### config.mk
export PLATFORM = sky130hd
export DESIGN_NAME = alu_seq_flat
export DESIGN_NICKNAME = d
export VERILOG_FILES = /design/src/rtl/alu_pkg.sv /design/src/rtl/alu_seq_if.sv /design/src/rtl/alu_shift_core.sv /design/src/rtl/alu_seq.sv /design/src/flat_wrapper.sv
export SDC_FILE = /design/constraint.sdc
export NUM_CORES = 1
export LEC_CHECK = 0
export BUFFER_PORTS_ARGS = -buffer_cell sky130_fd_sc_hd__buf_2
export CORE_MARGIN = 1.5
export CORE_UTILIZATION = 30
export CTS_CLUSTER_DIAMETER = 40
export DETAILED_ROUTE_END_ITERATION = 10
export PLACE_DENSITY = 0.57
export SKIP_CTS_REPAIR_TIMING = 1
export SYNTH_ARGS = -nofsm -noshare
export SYNTH_HDL_FRONTEND = slang
export SYNTH_SLANG_ARGS = --single-unit
export TNS_END_PERCENT = 30
### constraint.sdc
create_clock -name clk -period 4.65 [get_ports clk]
set_clock_uncertainty 0.1 [all_clocks]
set_input_delay 1.395 -clock clk [delete_from_list [all_inputs] [get_ports clk]]
set_output_delay 1.395 -clock clk [all_outputs]
set_load 0.01 [all_outputs]
### src/rtl/alu_pkg.sv
// Shared opcode, FSM state and flag-index definitions for the sequential ALU.
package alu_pkg;

   localparam logic [3:0] OP_ADD = 4'd0;
   localparam logic [3:0] OP_SUB = 4'd1;
   localparam logic [3:0] OP_AND = 4'd2;
   localparam logic [3:0] OP_OR  = 4'd3;
   localparam logic [3:0] OP_XOR = 4'd4;
   localparam logic [3:0] OP_SHL = 4'd5;
   localparam logic [3:0] OP_SHR = 4'd6;
   localparam logic [3:0] OP_MUL = 4'd7;
   localparam logic [3:0] OP_DIV = 4'd8;

   localparam logic [2:0] S_IDLE = 3'd0;
   localparam logic [2:0] S_EXEC = 3'd1;
   localparam logic [2:0] S_MUL  = 3'd2;
   localparam logic [2:0] S_DIV  = 3'd3;
   localparam logic [2:0] S_DONE = 3'd4;

   localparam int FLAG_Z = 3;
   localparam int FLAG_N = 2;
   localparam int FLAG_C = 1;
   localparam int FLAG_V = 0;

endpackage

### src/rtl/alu_seq_if.sv
// Request/result bundle between the accumulator side (master) and the ALU (slave).
// The rem signal exists only when ALU_SEQ_DIV_EN is defined.
interface alu_seq_if #(
   parameter int WIDTH = 16
) ();
   logic             start;
   logic [3:0]       op;
   logic [WIDTH-1:0] a;
   logic [WIDTH-1:0] b;
   logic             busy;
   logic             done;
   logic [WIDTH-1:0] acc;
   logic [3:0]       flags;
   logic             err;
`ifdef ALU_SEQ_DIV_EN
   logic [WIDTH-1:0] rem;
`endif

   modport master (
      output start, op, a, b,
      input  busy, done, acc, flags, err
`ifdef ALU_SEQ_DIV_EN
      , input rem
`endif
   );

   modport slave (
      input  start, op, a, b,
      output busy, done, acc, flags, err
`ifdef ALU_SEQ_DIV_EN
      , output rem
`endif
   );
endinterface

### src/rtl/alu_shift_core.sv
// Iterative datapath shared by shift-add multiply and (with ALU_SEQ_DIV_EN) restoring divide.
// MUL: {part, shreg} is the 2*WIDTH product. DIV: shreg is the quotient, part the remainder.
module alu_shift_core #(
   parameter int WIDTH = 16
) (
   input  logic             clk,
   input  logic             rst,
   input  logic             load_i,
   input  logic             step_i,
`ifdef ALU_SEQ_DIV_EN
   input  logic             div_mode_i,
`endif
   input  logic [WIDTH-1:0] a_i,
   input  logic [WIDTH-1:0] b_i,
   output logic [WIDTH-1:0] part_o,
   output logic [WIDTH-1:0] shreg_o,
   output logic             last_o
);
   localparam int             CW   = $clog2(WIDTH) + 1;
   localparam logic [CW-1:0] LAST = CW'(WIDTH);

   logic [WIDTH-1:0] part_q, part_d, shreg_q, shreg_d, opnd_q, opnd_d;
   logic [WIDTH-1:0] nxt_part, nxt_shreg;
   logic [CW-1:0]    cnt_q, cnt_d;
   logic [WIDTH:0]   mul_sum;
`ifdef ALU_SEQ_DIV_EN
   logic             mode_q, mode_d;
   logic [WIDTH:0]   div_shift, div_diff;
`endif

   assign last_o  = (cnt_q == LAST);
   assign part_o  = part_q;
   assign shreg_o = shreg_q;

   // NOTE: every signal written here gets a default first, so no path leaves it unassigned and no latch is inferred.
   always_comb begin
      part_d    = part_q;
      shreg_d   = shreg_q;
      opnd_d    = opnd_q;
      cnt_d     = cnt_q;
      mul_sum   = {1'b0, part_q} + (shreg_q[0] ? {1'b0, opnd_q} : '0);
      nxt_part  = mul_sum[WIDTH:1];
      nxt_shreg = {mul_sum[0], shreg_q[WIDTH-1:1]};
`ifdef ALU_SEQ_DIV_EN
      mode_d    = mode_q;
      div_shift = {part_q, shreg_q[WIDTH-1]};
      div_diff  = div_shift - {1'b0, opnd_q};
      // A clear top bit of the difference means the trial subtraction fits: keep it, quotient bit 1.
      if (mode_q) begin
         nxt_part  = div_diff[WIDTH] ? div_shift[WIDTH-1:0] : div_diff[WIDTH-1:0];
         nxt_shreg = {shreg_q[WIDTH-2:0], ~div_diff[WIDTH]};
      end
`endif
      if (load_i) begin
         part_d  = '0;
         cnt_d   = '0;
         shreg_d = b_i;
         opnd_d  = a_i;
`ifdef ALU_SEQ_DIV_EN
         mode_d  = div_mode_i;
         if (div_mode_i) begin
            shreg_d = a_i;
            opnd_d  = b_i;
         end
`endif
      end else if (step_i && !last_o) begin
         cnt_d   = cnt_q + 1'b1;
         part_d  = nxt_part;
         shreg_d = nxt_shreg;
      end
   end

   // NOTE: state registers use non-blocking assignments so every flop samples pre-edge values.
   always_ff @(posedge clk) begin
      if (rst) begin
         part_q  <= '0;
         shreg_q <= '0;
         opnd_q  <= '0;
         cnt_q   <= '0;
`ifdef ALU_SEQ_DIV_EN
         mode_q  <= 1'b0;
`endif
      end else begin
         part_q  <= part_d;
         shreg_q <= shreg_d;
         opnd_q  <= opnd_d;
         cnt_q   <= cnt_d;
`ifdef ALU_SEQ_DIV_EN
         mode_q  <= mode_d;
`endif
      end
   end
endmodule

### src/rtl/alu_seq.sv
// Sequential ALU: FSM, single-cycle ops and result/flag registers; MUL/DIV via alu_shift_core.
// Define ALU_SEQ_DIV_EN to build the divider and the rem output.
module alu_seq
   import alu_pkg::*;
#(
   parameter int WIDTH = 16
) (
   input logic       clk,
   input logic       rst,
   alu_seq_if.slave  bus
);
   localparam int MSB = WIDTH - 1;

   logic [2:0]       state_q, state_d;
   logic [3:0]       op_q, op_d, flags_q, flags_d;
   logic [WIDTH-1:0] a_q, a_d, b_q, b_d, acc_q, acc_d;
   logic             err_q, err_d;
`ifdef ALU_SEQ_DIV_EN
   logic [WIDTH-1:0] rem_q, rem_d;
`endif

   logic [WIDTH:0]   add_sum;
   logic [WIDTH-1:0] ex_res, core_part, core_shreg;
   logic             ex_c, ex_v, ex_ill;
   logic             core_load, core_step, core_last, upd, c_sel, v_sel;

   alu_shift_core #(.WIDTH(WIDTH)) u_core (
      .clk        (clk),
      .rst        (rst),
      .load_i     (core_load),
      .step_i     (core_step),
`ifdef ALU_SEQ_DIV_EN
      .div_mode_i (bus.op == OP_DIV),
`endif
      .a_i        (bus.a),
      .b_i        (bus.b),
      .part_o     (core_part),
      .shreg_o    (core_shreg),
      .last_o     (core_last)
   );

   // Single-cycle ops; anything not handled here that lands in EXEC is illegal.
   always_comb begin
      add_sum = '0;
      ex_res  = a_q;
      ex_c    = 1'b0;
      ex_v    = 1'b0;
      ex_ill  = 1'b0;
      case (op_q)
         OP_ADD: begin
            add_sum = {1'b0, a_q} + {1'b0, b_q};
            ex_res  = add_sum[WIDTH-1:0];
            ex_c    = add_sum[WIDTH];
            ex_v    = (a_q[MSB] == b_q[MSB]) && (ex_res[MSB] != a_q[MSB]);
         end
         OP_SUB: begin
            add_sum = {1'b0, a_q} + {1'b0, ~b_q} + {{WIDTH{1'b0}}, 1'b1};
            ex_res  = add_sum[WIDTH-1:0];
            ex_c    = add_sum[WIDTH];
            ex_v    = (a_q[MSB] != b_q[MSB]) && (ex_res[MSB] != a_q[MSB]);
         end
         OP_AND: ex_res = a_q & b_q;
         OP_OR:  ex_res = a_q | b_q;
         OP_XOR: ex_res = a_q ^ b_q;
         OP_SHL: begin
            ex_res = {a_q[MSB-1:0], 1'b0};
            ex_c   = a_q[MSB];
         end
         OP_SHR: begin
            ex_res = {1'b0, a_q[MSB:1]};
            ex_c   = a_q[0];
         end
         default: ex_ill = 1'b1;
      endcase
   end

   always_comb begin
      state_d   = state_q;
      op_d      = op_q;
      a_d       = a_q;
      b_d       = b_q;
      acc_d     = acc_q;
      flags_d   = flags_q;
      err_d     = err_q;
`ifdef ALU_SEQ_DIV_EN
      rem_d     = rem_q;
`endif
      core_load = 1'b0;
      core_step = 1'b0;
      upd       = 1'b0;
      c_sel     = 1'b0;
      v_sel     = 1'b0;
      case (state_q)
         S_IDLE: if (bus.start) begin
            op_d      = bus.op;
            a_d       = bus.a;
            b_d       = bus.b;
            err_d     = 1'b0;
            core_load = 1'b1;
            if (bus.op == OP_MUL) state_d = S_MUL;
`ifdef ALU_SEQ_DIV_EN
            else if (bus.op == OP_DIV) state_d = S_DIV;
`endif
            else state_d = S_EXEC;
         end
         S_EXEC: begin
            acc_d   = ex_res;
            c_sel   = ex_c;
            v_sel   = ex_v;
            err_d   = ex_ill;
            upd     = 1'b1;
            state_d = S_DONE;
         end
         S_MUL: begin
            core_step = 1'b1;
            if (core_last) begin
               acc_d   = core_shreg;
               c_sel   = |core_part;
               upd     = 1'b1;
               state_d = S_DONE;
            end
         end
`ifdef ALU_SEQ_DIV_EN
         S_DIV: begin
            core_step = 1'b1;
            if (core_last) begin
               acc_d   = core_shreg;
               rem_d   = core_part;
               err_d   = (b_q == '0);
               upd     = 1'b1;
               state_d = S_DONE;
            end
         end
`endif
         S_DONE:  state_d = S_IDLE;
         default: state_d = S_IDLE;
      endcase
      if (upd) begin
         flags_d[FLAG_Z] = (acc_d == '0);
         flags_d[FLAG_N] = acc_d[MSB];
         flags_d[FLAG_C] = c_sel;
         flags_d[FLAG_V] = v_sel;
      end
   end

   always_ff @(posedge clk) begin
      if (rst) begin
         state_q <= S_IDLE;
         op_q    <= '0;
         a_q     <= '0;
         b_q     <= '0;
         acc_q   <= '0;
         flags_q <= '0;
         err_q   <= 1'b0;
`ifdef ALU_SEQ_DIV_EN
         rem_q   <= '0;
`endif
      end else begin
         state_q <= state_d;
         op_q    <= op_d;
         a_q     <= a_d;
         b_q     <= b_d;
         acc_q   <= acc_d;
         flags_q <= flags_d;
         err_q   <= err_d;
`ifdef ALU_SEQ_DIV_EN
         rem_q   <= rem_d;
`endif
      end
   end

   assign bus.busy  = (state_q == S_EXEC) || (state_q == S_MUL) || (state_q == S_DIV);
   assign bus.done  = (state_q == S_DONE);
   assign bus.acc   = acc_q;
   assign bus.flags = flags_q;
   assign bus.err   = err_q;
`ifdef ALU_SEQ_DIV_EN
   assign bus.rem   = rem_q;
`endif
endmodule
### src/flat_wrapper.sv
// flat-port wrapper written by rule: the top's interface ports become plain ports
module alu_seq_flat import alu_pkg::*;
#(
   parameter int WIDTH = 16
)
  (clk, rst, bus_start, bus_op, bus_a, bus_b, bus_busy, bus_done, bus_acc, bus_flags, bus_err);
  alu_seq_if #(.WIDTH(WIDTH)) bus_i ();
  input logic clk;
  input logic rst;
  input wire logic [$bits(bus_i.start)-1:0] bus_start;
  input wire logic [$bits(bus_i.op)-1:0] bus_op;
  input wire logic [$bits(bus_i.a)-1:0] bus_a;
  input wire logic [$bits(bus_i.b)-1:0] bus_b;
  output wire logic [$bits(bus_i.busy)-1:0] bus_busy;
  output wire logic [$bits(bus_i.done)-1:0] bus_done;
  output wire logic [$bits(bus_i.acc)-1:0] bus_acc;
  output wire logic [$bits(bus_i.flags)-1:0] bus_flags;
  output wire logic [$bits(bus_i.err)-1:0] bus_err;
  assign bus_i.start = bus_start;
  assign bus_i.op = bus_op;
  assign bus_i.a = bus_a;
  assign bus_i.b = bus_b;
  assign bus_busy = bus_i.busy;
  assign bus_done = bus_i.done;
  assign bus_acc = bus_i.acc;
  assign bus_flags = bus_i.flags;
  assign bus_err = bus_i.err;
  alu_seq #(.WIDTH(WIDTH)) u_core (.clk(clk), .rst(rst), .bus(bus_i));
endmodule
==> out/summary.txt <==
Status -> completed
Vias per cell -> 5.58
Port-buffer cells -> 61
Area leader, netlist -> dfxtp_1
Std-Cell Rows -> 58
Fillers -> 2709
Die width -> 162 um
Syn_nets -> 1152
IO Count -> 62
Relative slew slack -> 0.284
Clock buffer count from CTS -> 9
#FFs+latches synth -> 97
Peak Freq -> 0.267 GHz
Share of layout cells above drive strength 1 -> 0.112
Multi-input combinational cell area -> 5230 um^2
Post-synth EDFFs -> 0
PwrDens -> 265 nW/um^2
Iteration-0 DRC Markers -> 774
Die Y -> 162 um
Yosys warnings -> 0
Global-route usage over all layers -> 0.209
Worst slew pin tran -> 1070 ps
Fin crit share -> 0.804
Mean Syn Cell Area -> 7.29 um^2
Seq/Total Area, Yosys -> 0.255
Final setup viols -> 0
Drt pass-1 iters -> 6
Vias in the first global route -> 7446
Final TNS setup -> 0 ps
RSZ-0062 raised after global routing -> no
Via Count -> 7877
CP max FO -> 6
Post-synth top area share -> 0.255
Worst EP arrival -> 3940 ps
Worst-path clk slew -> 70 ps
Count leader, synth -> nand2_1
CTS tree -> built
Wire length per cell -> 19.3 um
Area grow syn2layout -> 12.5%
Max cap viols -> 0
Setup crit end kind -> register
Total area of sequential cells -> 1940 um^2
CP Class -> register to register
Final Max Tran Viols -> 0
Clk sinks -> 97
Ys flop type -> dfxtp_1
Post-Route WL -> 27.2 mm
Period minus WS final -> 3740 ps
Final Hold Vio Count -> 0
Synth Instances -> 1043
Leak -> 3.52 nW
Root Buffer -> clkbuf_16
Post-synth top cells -> 194 x nand2_1, 102 x a21oi_1, 97 x dfxtp_1, 67 x ha_1, 63 x nor2_1
CTS Buffer Depth -> 2
Post-route ant nets -> 0
Critical path startpoint category -> register
Async S/R FF share, synth -> 0
First-pass GRT wire length -> 42.5 mm
Clock latency on the worst-skew pair -> 350 ps
Unique masters post-synth -> 82
Worst path required time -> 4850 ps
Initial antenna violation count -> 0
DIE AREA -> 26300 um^2
ANT cells -> 0
Initial Util -> 0.304
Fin nets -> 1190
GP Congestion -> 0.954
HP Class -> register to register
Top post-synthesis cells by area -> dfxtp_1 26%, ha_1 11%, nand2_1 9.6%
H-tree levels -> 3
GRT Residual Overflow -> 0
Post-route DRC -> 0
Core Region -> 25000 um^2
HPWL Detailed -> 20.5 mm
Largest net degree at the start of global routing -> 55
Area of the mapped netlist -> 7600 um^2
WHS -> 377 ps
Max VDD drop -> 0.000160 V
[area by class of cell]
class                   count  area share
clock buffers              11      0.0272
inverters                  55      0.0241
repair buffers             90      0.0611
clock inverters             1    0.000878
multi-input cells         828       0.611
flip-flops and latches     97       0.227
well taps                 330      0.0483
[stage by stage]
stage | power (mW) | utilization | cell area (um^2) | setup slack [ps] | std cells
after floorplan | 1.37 | - | 7600 | 1480 | 1043
after global placement | 1.59 | 0.332 | 8310 | 1020 | 1400
after detailed placement | 1.59 | 0.332 | 8310 | 956 | 1400
after CTS | 2.27 | 0.342 | 8550 | 929 | 1412
after global routing | 2.38 | 0.342 | 8550 | 612 | 1412
final | 2.26 | 0.342 | 8550 | 912 | 1412
[critical path: stages, from the launching register on]
cell       delay (ps)
dfxtp_1           440
ha_1              270
inv_1              70
fa_1              470
o21ai_0            70
a211oi_1          320
a21oi_1           150
a2111oi_0         510
nand4_1           200
nor4_1            550
nand4_1           180
nor4_2            230
a31o_1            120
[cells by family (layout without fill, tap and decap cells)]
logic type | after synthesis | count (layout) | share of synthesized area
DFF | 97 | 97 | 0.255
buffers and inverters | 118 | 157 | 0.0604
AOI/OAI and AO/OA | 302 | 302 | 0.256
muxes | 13 | 13 | 0.0199
and+or+nand+nor | 416 | 416 | 0.259
xor gates and xnor gates | 27 | 27 | 0.0311
adders and majority gates | 70 | 70 | 0.118
[placed cells by master (no fill, tap or decap), drive strengths merged, types with 8 or more instances in the layout]
cell / synthesis / routed
ha: 67 / 67
a221oi: 8 / 8
a21o: 9 / 9
o31ai: 9 / 9
nand2b: 13 / 13
o21ai: 51 / 51
buf: 14 / 90
a21oi: 102 / 102
nor2: 63 / 63
nor4: 10 / 10
nand3: 16 / 16
nand4: 10 / 10
and2: 24 / 24
a31oi: 31 / 31
and3: 15 / 15
a211oi: 12 / 12
or3: 10 / 10
nor2b: 20 / 20
inv: 55 / 55
nand2: 194 / 194
xnor2: 14 / 14
o22ai: 8 / 8
mux2i: 8 / 8
clkbuf: 49 / 11
xor2: 13 / 13
dfxtp: 97 / 97
nor3: 21 / 21
[report_power, final]
group	internal [mW]	switching, mW
clock network	0.352	0.320
logic	0.247	0.411
registers	0.872	0.0643
[routing by layer]
layer	vias up	GRT usage	share of wire
met5	-	0	0
met3	52	0.0398	0.084
li1	3780	-	-
met4	0	0.0734	0.028
met1	3682	0.294	0.46
met2	363	0.318	0.43
[state kept, by name, summed over array words and instances, names as in the netlist]
name                   count
u_core.u_core.cnt_q        5
u_core.u_core.opnd_q      15
u_core.bus.flags           4
u_core.op_q                4
u_core.bus.err             1
u_core.bus.acc            16
u_core.state_q             3
u_core.a_q                 1
u_core.u_core.part_o      16
u_core.b_q                16
u_core.u_core.shreg_o     16
[final timing paths]
check / slack (ps) / from / to / depth (start not counted)
worst max-delay path: 910 / u_core.u_core.opnd_q[0]$_SDFFE_PP0P_ / u_core.bus.flags[3]$_SDFFE_PP0P_ / 12
worst min-delay path: 380 / u_core.u_core.part_o[9]$_SDFFE_PP0P_ / u_core.u_core.part_o[9]$_SDFFE_PP0P_ / 2
worst max register to register: 910 / u_core.u_core.opnd_q[0]$_SDFFE_PP0P_ / u_core.bus.flags[3]$_SDFFE_PP0P_ / 12
worst min register to register: 380 / u_core.u_core.part_o[9]$_SDFFE_PP0P_ / u_core.u_core.part_o[9]$_SDFFE_PP0P_ / 2
Note: power is estimated with default switching activity, not from simulation.
